$ cat src/rtl/analog_scan_sequencer_if.sv
// analog_scan_sequencer_if: Wishbone classic slave bus bundle for the scan sequencer
interface analog_scan_sequencer_if;
  logic        wbs_stb_i;
  logic        wbs_cyc_i;
  logic        wbs_we_i;
  logic [3:0]  wbs_sel_i;
  logic [31:0] wbs_adr_i;
  logic [31:0] wbs_dat_i;
  logic        wbs_ack_o;
  logic [31:0] wbs_dat_o;
  modport master (output wbs_stb_i, wbs_cyc_i, wbs_we_i, wbs_sel_i, wbs_adr_i, wbs_dat_i,
                  input  wbs_ack_o, wbs_dat_o);
  modport slave  (input  wbs_stb_i, wbs_cyc_i, wbs_we_i, wbs_sel_i, wbs_adr_i, wbs_dat_i,
                  output wbs_ack_o, wbs_dat_o);
endinterface

$ cat src/rtl/analog_scan_sequencer.sv
// analog_scan_sequencer: Wishbone-controlled settle/convert/capture scan over NCH analog channels
module analog_scan_sequencer #(
  parameter logic [31:0] BASE_ADDR = 32'h3000_0000,
  parameter int NCH = 4,
  parameter int DW = 12,
  parameter int TMO = 1023,
  localparam int SELW = NCH > 1 ? $clog2(NCH) : 1
) (
  input  logic                   wb_clk_i,
  input  logic                   wb_rst_n,
  analog_scan_sequencer_if.slave wb,
  output logic [SELW-1:0]        sel_o,
  output logic                   sel_oeb,
  output logic                   conv_o,
  input  logic                   done_i,
  input  logic [DW-1:0]          data_i,
  output logic                   irq_o
);
  typedef enum logic [2:0] {IDLE, SELECT, CONVERT, WAIT, CAPTURE, END} state_t;
  state_t          state_q;
  logic            ack_q, cont_q, irq_en_q, done_q, tmoerr_q, to_q;
  logic            done_s1_q, done_s2_q, sel_oeb_q, conv_q;
  logic [31:0]     dat_q, rd;
  logic [NCH-1:0]  chmask_q, scan_q;
  logic [15:0]     settle_q, cnt_q, settle_m1;
  logic [SELW-1:0] ch_q, low_ch, nxt_ch;
  logic            nxt_ok, hit, wr, start, abort, tmo_hit, done_set, tmo_set, unused;
  logic [5:0]      off, ridx;
  logic [DW-1:0]   result_q [NCH];
  assign off       = wb.wbs_adr_i[7:2];
  assign ridx      = off - 6'd4;
  assign hit       = wb.wbs_stb_i & wb.wbs_cyc_i & ~ack_q & (wb.wbs_adr_i[31:8] == BASE_ADDR[31:8]);
  assign wr        = hit & wb.wbs_we_i;
  assign start     = wr & (off == 6'd0) & wb.wbs_dat_i[0];
  assign abort     = wr & (off == 6'd0) & wb.wbs_dat_i[3];
  assign tmo_hit   = (state_q == WAIT) & ~done_s2_q & (cnt_q == 16'(TMO - 1));
  assign done_set  = ~abort & ((state_q == END) | ((state_q == IDLE) & start & ~|chmask_q));
  assign tmo_set   = ~abort & tmo_hit;
  assign settle_m1 = (settle_q == 16'd0) ? 16'd0 : settle_q - 16'd1;
  assign unused    = ^{wb.wbs_sel_i, wb.wbs_adr_i[1:0], wb.wbs_dat_i, ridx};
  assign rd = (off == 6'd0) ? {29'd0, irq_en_q, cont_q, 1'b0}
            : (off == 6'd1) ? 32'(chmask_q)
            : (off == 6'd2) ? {16'd0, settle_q}
            : (off == 6'd3) ? {21'd0, 3'(ch_q), 5'd0, tmoerr_q, done_q, state_q != IDLE}
            : (off >= 6'd4 && off < 6'(4 + NCH)) ? 32'(result_q[ridx[SELW-1:0]]) : 32'd0;
  assign wb.wbs_ack_o = ack_q;
  assign wb.wbs_dat_o = dat_q;
  assign sel_o        = ch_q;
  assign sel_oeb      = sel_oeb_q;
  assign conv_o       = conv_q;
  assign irq_o        = irq_en_q & done_q;
  // descending walk leaves the lowest matching index in each result
  always_comb begin
    low_ch = '0;
    nxt_ch = '0;
    nxt_ok = 1'b0;
    for (int i = NCH - 1; i >= 0; i--) begin
      if (chmask_q[i]) low_ch = SELW'(i);
      if (scan_q[i] && i > int'(ch_q)) begin
        nxt_ch = SELW'(i);
        nxt_ok = 1'b1;
      end
    end
  end
  always_ff @(posedge wb_clk_i) begin
    if (!wb_rst_n) begin
      state_q   <= IDLE;
      ack_q     <= 1'b0;
      dat_q     <= 32'd0;
      cont_q    <= 1'b0;
      irq_en_q  <= 1'b0;
      done_q    <= 1'b0;
      tmoerr_q  <= 1'b0;
      to_q      <= 1'b0;
      done_s1_q <= 1'b0;
      done_s2_q <= 1'b0;
      sel_oeb_q <= 1'b1;
      conv_q    <= 1'b0;
      chmask_q  <= '0;
      scan_q    <= '0;
      settle_q  <= 16'd16;
      cnt_q     <= 16'd0;
      ch_q      <= '0;
      for (int i = 0; i < NCH; i++) result_q[i] <= '0;
    end else begin
      ack_q     <= hit;
      dat_q     <= (hit & ~wb.wbs_we_i) ? rd : 32'd0;
      done_s1_q <= done_i;
      done_s2_q <= done_s1_q;
      if (wr && off == 6'd0) {irq_en_q, cont_q} <= wb.wbs_dat_i[2:1];
      if (wr && off == 6'd1) chmask_q <= wb.wbs_dat_i[NCH-1:0];
      if (wr && off == 6'd2) settle_q <= wb.wbs_dat_i[15:0];
      done_q   <= done_set | (done_q & ~(wr && off == 6'd3 && wb.wbs_dat_i[1]));
      tmoerr_q <= tmo_set | (tmoerr_q & ~(wr && off == 6'd3 && wb.wbs_dat_i[2]));
      conv_q   <= 1'b0;
      if (abort) begin
        state_q   <= IDLE;
        sel_oeb_q <= 1'b1;
      end else begin
        case (state_q)
          IDLE: if (start && |chmask_q) begin
            state_q   <= SELECT;
            ch_q      <= low_ch;
            scan_q    <= chmask_q;
            cnt_q     <= 16'd0;
            sel_oeb_q <= 1'b0;
          end
          SELECT: if (cnt_q >= settle_m1) begin
            state_q <= CONVERT;
            conv_q  <= 1'b1;
          end else cnt_q <= cnt_q + 16'd1;
          CONVERT: begin
            state_q <= WAIT;
            cnt_q   <= 16'd0;
          end
          WAIT: if (done_s2_q || tmo_hit) begin
            state_q <= CAPTURE;
            to_q    <= tmo_hit;
          end else cnt_q <= cnt_q + 16'd1;
          CAPTURE: begin
            result_q[ch_q] <= to_q ? '1 : data_i;
            cnt_q          <= 16'd0;
            state_q        <= nxt_ok ? SELECT : END;
            if (nxt_ok) ch_q <= nxt_ch;
          end
          END: if (cont_q && |chmask_q) begin
            state_q <= SELECT;
            ch_q    <= low_ch;
            scan_q  <= chmask_q;
            cnt_q   <= 16'd0;
          end else begin
            state_q   <= IDLE;
            sel_oeb_q <= 1'b1;
          end
          default: state_q <= IDLE;
        endcase
      end
    end
  end
endmodule

$ cat src/flat_wrapper.sv
// flat-port wrapper written by rule: the top's interface ports become plain ports
module analog_scan_sequencer_flat 
#(
  parameter logic [31:0] BASE_ADDR = 32'h3000_0000,
  parameter int NCH = 4,
  parameter int DW = 12,
  parameter int TMO = 1023,
  localparam int SELW = NCH > 1 ? $clog2(NCH) : 1
)
  (wb_clk_i, wb_rst_n, sel_o, sel_oeb, conv_o, done_i, data_i, irq_o, wb_wbs_stb_i, wb_wbs_cyc_i, wb_wbs_we_i, wb_wbs_sel_i, wb_wbs_adr_i, wb_wbs_dat_i, wb_wbs_ack_o, wb_wbs_dat_o);
  analog_scan_sequencer_if wb_i ();
  input  logic wb_clk_i;
  input  logic wb_rst_n;
  output logic [SELW-1:0] sel_o;
  output logic sel_oeb;
  output logic conv_o;
  input  logic done_i;
  input  logic [DW-1:0] data_i;
  output logic irq_o;
  input wire logic [$bits(wb_i.wbs_stb_i)-1:0] wb_wbs_stb_i;
  input wire logic [$bits(wb_i.wbs_cyc_i)-1:0] wb_wbs_cyc_i;
  input wire logic [$bits(wb_i.wbs_we_i)-1:0] wb_wbs_we_i;
  input wire logic [$bits(wb_i.wbs_sel_i)-1:0] wb_wbs_sel_i;
  input wire logic [$bits(wb_i.wbs_adr_i)-1:0] wb_wbs_adr_i;
  input wire logic [$bits(wb_i.wbs_dat_i)-1:0] wb_wbs_dat_i;
  output wire logic [$bits(wb_i.wbs_ack_o)-1:0] wb_wbs_ack_o;
  output wire logic [$bits(wb_i.wbs_dat_o)-1:0] wb_wbs_dat_o;
  assign wb_i.wbs_stb_i = wb_wbs_stb_i;
  assign wb_i.wbs_cyc_i = wb_wbs_cyc_i;
  assign wb_i.wbs_we_i = wb_wbs_we_i;
  assign wb_i.wbs_sel_i = wb_wbs_sel_i;
  assign wb_i.wbs_adr_i = wb_wbs_adr_i;
  assign wb_i.wbs_dat_i = wb_wbs_dat_i;
  assign wb_wbs_ack_o = wb_i.wbs_ack_o;
  assign wb_wbs_dat_o = wb_i.wbs_dat_o;
  analog_scan_sequencer #(.BASE_ADDR(BASE_ADDR), .NCH(NCH), .DW(DW), .TMO(TMO)) u_core (.wb_clk_i(wb_clk_i), .wb_rst_n(wb_rst_n), .wb(wb_i), .sel_o(sel_o), .sel_oeb(sel_oeb), .conv_o(conv_o), .done_i(done_i), .data_i(data_i), .irq_o(irq_o));
endmodule
$ cat config.mk
export PLATFORM = sky130hd
export DESIGN_NAME = analog_scan_sequencer_flat
export DESIGN_NICKNAME = d
export VERILOG_FILES = /design/src/rtl/analog_scan_sequencer_if.sv /design/src/rtl/analog_scan_sequencer.sv /design/src/flat_wrapper.sv
export SDC_FILE = /design/constraint.sdc
export NUM_CORES = 1
export LEC_CHECK = 0
export ABC_CLOCK_PERIOD_IN_PS = 4650
export CAP_MARGIN = 20
export CELL_PAD_IN_SITES_DETAIL_PLACEMENT = 1
export CELL_PAD_IN_SITES_GLOBAL_PLACEMENT = 2
export CORE_MARGIN = 2
export CORE_UTILIZATION = 32
export DETAILED_ROUTE_END_ITERATION = 8
export PLACE_DENSITY = 0.82
export SYNTH_ARGS = -nofsm -noshare
export SYNTH_HDL_FRONTEND = slang
export SYNTH_SLANG_ARGS = --single-unit
$ cat constraint.sdc
create_clock -name wb_clk_i -period 4.65 [get_ports wb_clk_i]
set_input_delay 1.1625 -clock wb_clk_i [delete_from_list [all_inputs] [get_ports wb_clk_i]]
set_output_delay 1.1625 -clock wb_clk_i [all_outputs]
set_load 0.1 [all_outputs]
# Word level (Yosys, flattened, before mapping)

Memories as Yosys holds them, arrays and structs flattened.
Index checks and enable logic that the tools add are counted.

Memory bits (read-only): 0
Bits in latches: 0
Memories kept: 1
Memory bits (writable): 48
Bits in registers: 87
Output and inout bits: 38
Bits of input ports: 86
Logic and storage cells: 160

Equal/unequal tests: 18
Bitwise logic cells: 29
Order comparisons: 6
Reductions and logical operators: 36
Shifts and indexed selects: 0
Multiplexer cells: 47
Multipliers: 0
$add $sub $neg: 3
Divide/modulo/power cells: 0

Memory list:

| memory          | words | width | read ports | clocked after memory_dff | write ports | RTL line                    | text |
|---|---|---|---|---|---|---|---|
| u_core.result_q | 4     | 12    | 1          | 0                        | 4           | analog_scan_sequencer.sv:29 | `logic [DW-1:0] result_q [NCH];` |

Operator list:

| kind                                                  | count |
|---|---|
| two-way mux 16 bit                                    | 7 |
| one-hot mux 16 bit (5 select lines)                   | 1 |
| two-way mux 12 bit                                    | 3 |
| equality test 24 x 22 -> 1 bit, second input constant | 1 |
| two-way mux 2 bit                                     | 11 |
| one-hot mux 3 bit (6 select lines)                    | 1 |
| bitwise AND 1 bit                                     | 17 |
| adder 16 x 1 -> 16 bit, second input constant         | 1 |
| equality test 16 x 10 -> 1 bit, second input constant | 1 |
| greater-or-equal comparator 16 bit                    | 1 |
| logical NOT 16 bit                                    | 1 |
| subtractor 16 x 1 -> 16 bit, second input constant    | 1 |
| two-way mux 3 bit                                     | 5 |
| two-way mux 1 bit                                     | 13 |
| equality test 6 x 2 -> 1 bit, second input constant   | 2 |
| logical AND 1 bit                                     | 12 |
| two-way mux 4 bit                                     | 3 |
| inequality test 2 bit, second input constant          | 6 |
| OR reduction 12 bit                                   | 1 |
| NOT 1 bit                                             | 9 |
| AND reduction 3 bit                                   | 3 |
| one-hot mux 4 bit (2 select lines)                    | 1 |
| OR reduction 4 bit                                    | 2 |
| equality test 3 x 2 -> 1 bit, second input constant   | 2 |
| other kinds (26)                                      | 34 |

# Depth between registers and ports, before layout

Depth after elaboration: 11
Gate-level depth with buffers: 16
Mapped depth without buffers: 14

# Least setup slack after synthesis

No wires, ideal clock.

Kind: flip-flop to flip-flop
Start point: register u_core.settle_q[8]
End point: register u_core.cnt_q[14]
Period minus slack after synthesis: 3.827 ns
Required time: 4.574 ns
Path buffers: 2
Setup slack: 0.823 ns
Data arrival time: 3.751 ns
Library setup time: 0.076 ns
Cell stages (with the launch flop): 15
Path through: dfxtp_1 > or4_1 > nor4_1 > nand3_1 > clkbuf_1 > nand2_1 > ha_1 > a211o_1 > a31oi_1 > o221ai_1 > a31oi_1 > clkbuf_1 > nand4_1 > or3b_2 > o22ai_1

Longest elaborated chain between the ends: 5
Elaborated cells between the ends (all ways): 6
Those cells by class: add/sub: 1; order compare: 1; eq/ne: 1; mux: 1; reduce/logical: 2

Ends and longest elaborated chain:

| item                                                                     | RTL line                     | text |
|---|---|---|
| start: declaration                                                       | analog_scan_sequencer.sv:25  | `logic [15:0] settle_q, cnt_q, settle_m1;` |
| start signal: assignment                                                 | analog_scan_sequencer.sv:92  | `if (wr && off == 6'd2) settle_q <= wb.wbs_dat_i[15:0];` |
| subtractor 16 x 1 -> 16 bit / logical NOT 16 bit (equally long branches) | analog_scan_sequencer.sv:39  | `assign settle_m1 = (settle_q == 16'd0) ? 16'd0 : settle_q - 16'd1;` |
| two-way mux 16 bit *                                                     | analog_scan_sequencer.sv:39  |  |
| greater-or-equal comparator 16 bit *                                     | analog_scan_sequencer.sv:108 | `SELECT: if (cnt_q >= settle_m1) begin` |
| inequality test 2 bit (no source line) *                                 | -                            |  |
| AND reduction 6 bit (no source line) *                                   | -                            |  |
| end signal: assignment                                                   | analog_scan_sequencer.sv:111 | `end else cnt_q <= cnt_q + 16'd1;` |
| end signal: assignment                                                   | analog_scan_sequencer.sv:119 | `end else cnt_q <= cnt_q + 16'd1;` |
| end: declaration                                                         | analog_scan_sequencer.sv:25  |  |

Every way passes the cells marked *; elsewhere a longest branch is shown, timed or not.
A chain may end at the register's enable or synchronous reset.

# Worst setup path after layout

Same ends and word-level chain as after synthesis.

==> impl_results.html <==
<table>
<tr><th>Metric</th><th>Value</th></tr>
<tr><th colspan="2">Detailed routing</th></tr>
<tr><td>Overall routed net length</td><td>18800 um</td></tr>
<tr><td>Per-cell via count in the routed design</td><td>~5.2</td></tr>
<tr><td>DRC errors left</td><td>0</td></tr>
<tr><td>Initial DRC Count</td><td>225</td></tr>
<tr><td>Vias</td><td>5370</td></tr>
<tr><td>Routed wire per std cell</td><td>about 18 um</td></tr>
<tr><td>Number of detailed-routing iterations run before antenna repair</td><td>6</td></tr>
<tr><td>Routed Antenna Nets</td><td>0</td></tr>
<tr><th colspan="2">Yosys</th></tr>
<tr><td>Mapped Cells</td><td>669</td></tr>
<tr><td>Dominant cells by area after synthesis</td><td>sky130_fd_sc_hd__edfxtp_1, sky130_fd_sc_hd__dfxtp_1, sky130_fd_sc_hd__nand2_1</td></tr>
<tr><td>Primary FF master, synth</td><td>sky130_fd_sc_hd__dfxtp_1</td></tr>
<tr><td>Mean Syn Cell Area</td><td>between 9 and 10 um2</td></tr>
<tr><td>Flip-flop and latch count after synthesis</td><td>between 100 and 150</td></tr>
<tr><td>EDFF count, synth</td><td>between 40 and 50</td></tr>
<tr><td>Library cell with the highest instance count after synthesis</td><td>sky130_fd_sc_hd__nand2_1</td></tr>
<tr><td>Synthesized area</td><td>0.00629 mm2</td></tr>
<tr><td>Top-area cell type share of the netlist area</td><td>between 20% and 30%</td></tr>
<tr><td>Cell type with the highest aggregate area in the netlist</td><td>sky130_fd_sc_hd__edfxtp_1</td></tr>
<tr><td>Register area share after synthesis</td><td>between 40% and 50%</td></tr>
<tr><td>Yosys warns</td><td>0</td></tr>
<tr><td>Most frequent cells after synthesis</td><td>sky130_fd_sc_hd__nand2_1, sky130_fd_sc_hd__nor2_1, sky130_fd_sc_hd__dfxtp_1, sky130_fd_sc_hd__edfxtp_1, sky130_fd_sc_hd__clkbuf_1</td></tr>
<tr><td>Number of distinct library cells after synthesis</td><td>69</td></tr>
<tr><td>Share of flip-flops with an asynchronous set or reset</td><td>0%</td></tr>
<tr><th colspan="2">Critical path</th></tr>
<tr><td>Reg2Reg Launch Point</td><td>u_core.settle_q[8]</td></tr>
<tr><td>Critical Path RT</td><td>roughly 5000 ps</td></tr>
<tr><td>Arrival time of data at the critical path endpoint</td><td>about 4500 ps</td></tr>
<tr><td>Kind of critical path</td><td>flop to flop</td></tr>
<tr><td>Crit-path max FO</td><td>21</td></tr>
<tr><td>Top Family by Delay on Critical Path</td><td>simple AND/OR/NAND/NOR gates</td></tr>
<tr><td>Largest stage delay on the critical path</td><td>around 620 ps</td></tr>
<tr><td>Worst setup slack for register-to-register paths</td><td>around 470 ps</td></tr>
<tr><td>Critical path, cell by cell</td><td>or4_1 &gt; nor4_1 &gt; nand3_1 &gt; buf_4 &gt; nand2_1 &gt; ha_1 &gt; a211o_1 &gt; a31oi_1 &gt; o221ai_1 &gt; a31oi_1 &gt; buf_4 &gt; nand4_1 &gt; or3b_2 &gt; o22ai_1</td></tr>
<tr><td>Crit path buffers/inverters</td><td>2</td></tr>
<tr><td>Worst reg-to-reg path cell count</td><td>14</td></tr>
<tr><td>Crit path max-delay cell type</td><td>sky130_fd_sc_hd__or4_1</td></tr>
<tr><td>Category of the worst setup path capture point</td><td>flop</td></tr>
<tr><td>CP Launch Type</td><td>flop</td></tr>
<tr><td>Reg2Reg Capture Point</td><td>u_core.cnt_q[14]</td></tr>
<tr><th colspan="2">Hold path</th></tr>
<tr><td>Path class of the lowest-slack min-delay path</td><td>flop to flop</td></tr>
<tr><td>Number of cells on the worst hold path</td><td>1</td></tr>
<tr><td>Min-delay src</td><td>u_core.done_s1_q</td></tr>
<tr><td>Destination of the worst hold path</td><td>u_core.done_s2_q</td></tr>
<tr><th colspan="2">Clock tree</th></tr>
<tr><td>Post-CTS resize count</td><td>0</td></tr>
<tr><td>Clk root buf</td><td>sky130_fd_sc_hd__clkbuf_16</td></tr>
<tr><td>CTS tree</td><td>done</td></tr>
<tr><td>Number of clock sinks</td><td>~120</td></tr>
<tr><td>Num CTS Buffers</td><td>17</td></tr>
<tr><td># H-tree levels</td><td>4</td></tr>
<tr><td>Clk pin slew, worst setup/hold paths</td><td>~60 ps</td></tr>
<tr><td>Source-to-sink clock delay at the later pin of the worst-skew pair</td><td>430 ps</td></tr>
<tr><td>Post-CTS setup buffer count</td><td>0</td></tr>
<tr><td>CTS max path bufs</td><td>2</td></tr>
<tr><td>CTS Hold Buffers Added</td><td>0</td></tr>
<tr><th colspan="2">Finish</th></tr>
<tr><td>Layout Area Growth over Synthesis</td><td>26.2%</td></tr>
<tr><td>Antenna diode count</td><td>0</td></tr>
<tr><td>Layout cell share with drive strength beyond 1</td><td>between 10 and 15%</td></tr>
<tr><td>Final cell utilization of the core</td><td>~41%</td></tr>
<tr><td>Number of nets in the finished design</td><td>between 800 and 900</td></tr>
<tr><th colspan="2">Global routing</th></tr>
<tr><td>Remaining global-route overflow</td><td>0</td></tr>
<tr><td>Largest net degree at the start of global routing</td><td>49</td></tr>
<tr><td>Wire length of the first global-routing pass</td><td>between 20000 and 30000 um</td></tr>
<tr><td>Via count of the first global-routing pass</td><td>between 5k and 6k</td></tr>
<tr><td>Combined global-route utilization of all metal layers</td><td>between 10% and 20%</td></tr>
<tr><td>Antenna violations before repair</td><td>0</td></tr>
<tr><th colspan="2">Placed design</th></tr>
<tr><td>DP Worst Slack</td><td>roughly 240 ps</td></tr>
<tr><td>Dpl hpwl</td><td>around 13000 um</td></tr>
<tr><td>Routability-driven placement congestion ratio</td><td>0.806</td></tr>
<tr><td>Quantity of I/O buffers inserted on ports</td><td>85</td></tr>
<tr><th colspan="2">Die</th></tr>
<tr><td>Placement Rows</td><td>51</td></tr>
<tr><td>Boundary pin count</td><td>roughly 120</td></tr>
<tr><td>Die W</td><td>approximately 140 um</td></tr>
<tr><td>Core ar.</td><td>approximately 0.019 mm2</td></tr>
<tr><td>Initial Utilization</td><td>32.4%</td></tr>
<tr><td>Floorplan die height</td><td>144 um</td></tr>
<tr><td>Die area</td><td>approximately 0.021 mm2</td></tr>
<tr><th colspan="2">Power</th></tr>
<tr><td>Cell Int Power</td><td>between 1.5 and 2 mW</td></tr>
<tr><td>Leakage component of the power</td><td>about 2.9 nW</td></tr>
<tr><td>Net switching power of the design</td><td>approximately 0.67 mW</td></tr>
<tr><td>Power density over the cells</td><td>about 320 mW/mm2</td></tr>
<tr><td>Proportion of power drawn by flip-flops and latches</td><td>a little over two fifths</td></tr>
<tr><td>Combinational cell fraction of total power</td><td>7.3%</td></tr>
<tr><td>Share of power burned in the clock network</td><td>49.6%</td></tr>
<tr><td>Net switching fraction of the power</td><td>26.5%</td></tr>
<tr><td>Maximum VDD drop</td><td>0.313 mV</td></tr>
<tr><th colspan="2">STA</th></tr>
<tr><td>Final setup slack of the worst path</td><td>about 470 ps</td></tr>
<tr><td>Final total negative setup slack</td><td>0 ps</td></tr>
<tr><td>Transition time at the pin with the least slew margin</td><td>~990 ps</td></tr>
<tr><td>Tcrit/Tclk final</td><td>89.8%</td></tr>
<tr><td>Hold violation total from the final report</td><td>0</td></tr>
<tr><td>Final setup violation count</td><td>0</td></tr>
<tr><td>Maximum clock skew at final layout</td><td>7.12 ps</td></tr>
<tr><td>Timing-limited maximum frequency</td><td>about 240 MHz</td></tr>
<tr><td>Final Slew Violations</td><td>0</td></tr>
<tr><td>Final critical-path required period</td><td>4180 ps</td></tr>
<tr><td>Setup repair after global routing missed its margin</td><td>false</td></tr>
<tr><td>Worst relative slew slack</td><td>approximately a third</td></tr>
<tr><th colspan="2">Job</th></tr>
<tr><td>Max-capacitance violation count</td><td>0</td></tr>
<tr><th colspan="2">Status</th></tr>
<tr><td>Run status</td><td>finished clean</td></tr>
</table>
-- layer usage --
layer | global-route usage (%) | vias to the layer above | wire, um
li1 | - | 2565 | -
met1 | 22.5 | 2692 | 8190
met2 | 34.0 | 95 | 9780
met3 | 3.87 | 18 | 539
met4 | 5.72 | 0 | 260
met5 | 0 | - | 0
-- final cells by class --
class | instances | area [um2]
clock inverters | 15 | 133
clock buffers | 17 | 425
well taps | 265 | 332
repair buffers | 102 | 973
fillers | 2286 | 11500
inverters | 12 | 45.0
flip-flops and latches | 118 | 2840
multi-input cells | 500 | 3180
-- cell families after synthesis --
logic type,Yosys count,synth area share (%)
adders and majority gates,20,3.98
other,1,0.0597
muxes,28,6.91
xor gates and xnor gates,12,1.67
DFF,118,45.2
buffers and inverters,66,5.02
AOI/OAI and AO/OA,111,12.1
and+or+nand+nor,313,25.0
-- cell usage in the layout, fill, tap and decap left out, drive strengths merged, types with 7 or more instances in the layout --
cell type	instances
nand2	99
nor2	85
clkdlybuf4s50	84
dfxtp	70
edfxtp	48
a21oi	26
nand3	23
inv	23
ha	20
a21boi	18
buf	18
clkbuf	17
conb	16
and2	15
nor3	14
mux2i	13
o21ai	13
nand4	13
mux4	12
nor4	11
a22o	9
nor2b	8
xor2	8
a31oi	8
nand2b	7
-- how the worst max path moves through the flow --
stage | start | end | slack [ps] | cells after the start
after global routing | u_core.settle_q[8] | u_core.cnt_q[14] | 150 | 14
after detailed placement | wb_wbs_adr_i[25] | u_core.cnt_q[6] | 240 | 8
final | u_core.settle_q[8] | u_core.cnt_q[14] | 470 | 14
after floorplan | u_core.settle_q[8] | u_core.cnt_q[14] | 820 | 14
after CTS | u_core.settle_q[8] | u_core.cnt_q[14] | 470 | 14
after global placement | wb_wbs_adr_i[25] | u_core.cnt_q[8] | 400 | 8
-- worst reg2reg max path, delay by kind of cell (launching register included) --
kind            cells  cell delay [ps]
compound gates      5              910
flops               1              400
buf+inv             2              500
simple gates        6             2040
fa+ha+maj           1              240
-- state kept, by name, indices dropped and copies added (netlist names), 2 cells and up --
signal	count
u_core.cnt_q	16
u_core.result_q	48
u_core.state_q	3
u_core.wb.wbs_dat_o	16
u_core.scan_q	3
u_core.chmask_q	4
u_core.settle_q	16
u_core.sel_o	2
-- per-stage QoR --
step	power [mW]	hold slack, ps	std cells	cell area (um2)
6_report	2.53	437	1029	7940
5_1_grt	2.61	483	1029	7940
4_1_cts	2.56	440	1029	7940
3_5_place_dp	1.30	421	997	7380
3_3_place_gp	1.30	419	997	7380
2_1_floorplan	1.23	412	684	6340
-- power groups by stage --
| stage | Sequential (mW) | Combinational (mW) | Clock [mW] |
|---|---|---|---|
| 6_report | 1.09 | 0.184 | 1.26 |
| 3_3_place_gp | 1.11 | 0.182 | 0 |
| 5_1_grt | 1.09 | 0.194 | 1.32 |
| 3_5_place_dp | 1.12 | 0.185 | 0 |
| 2_1_floorplan | 1.11 | 0.117 | 0 |
| 4_1_cts | 1.09 | 0.185 | 1.28 |
(Power assumes the default switching activity.)
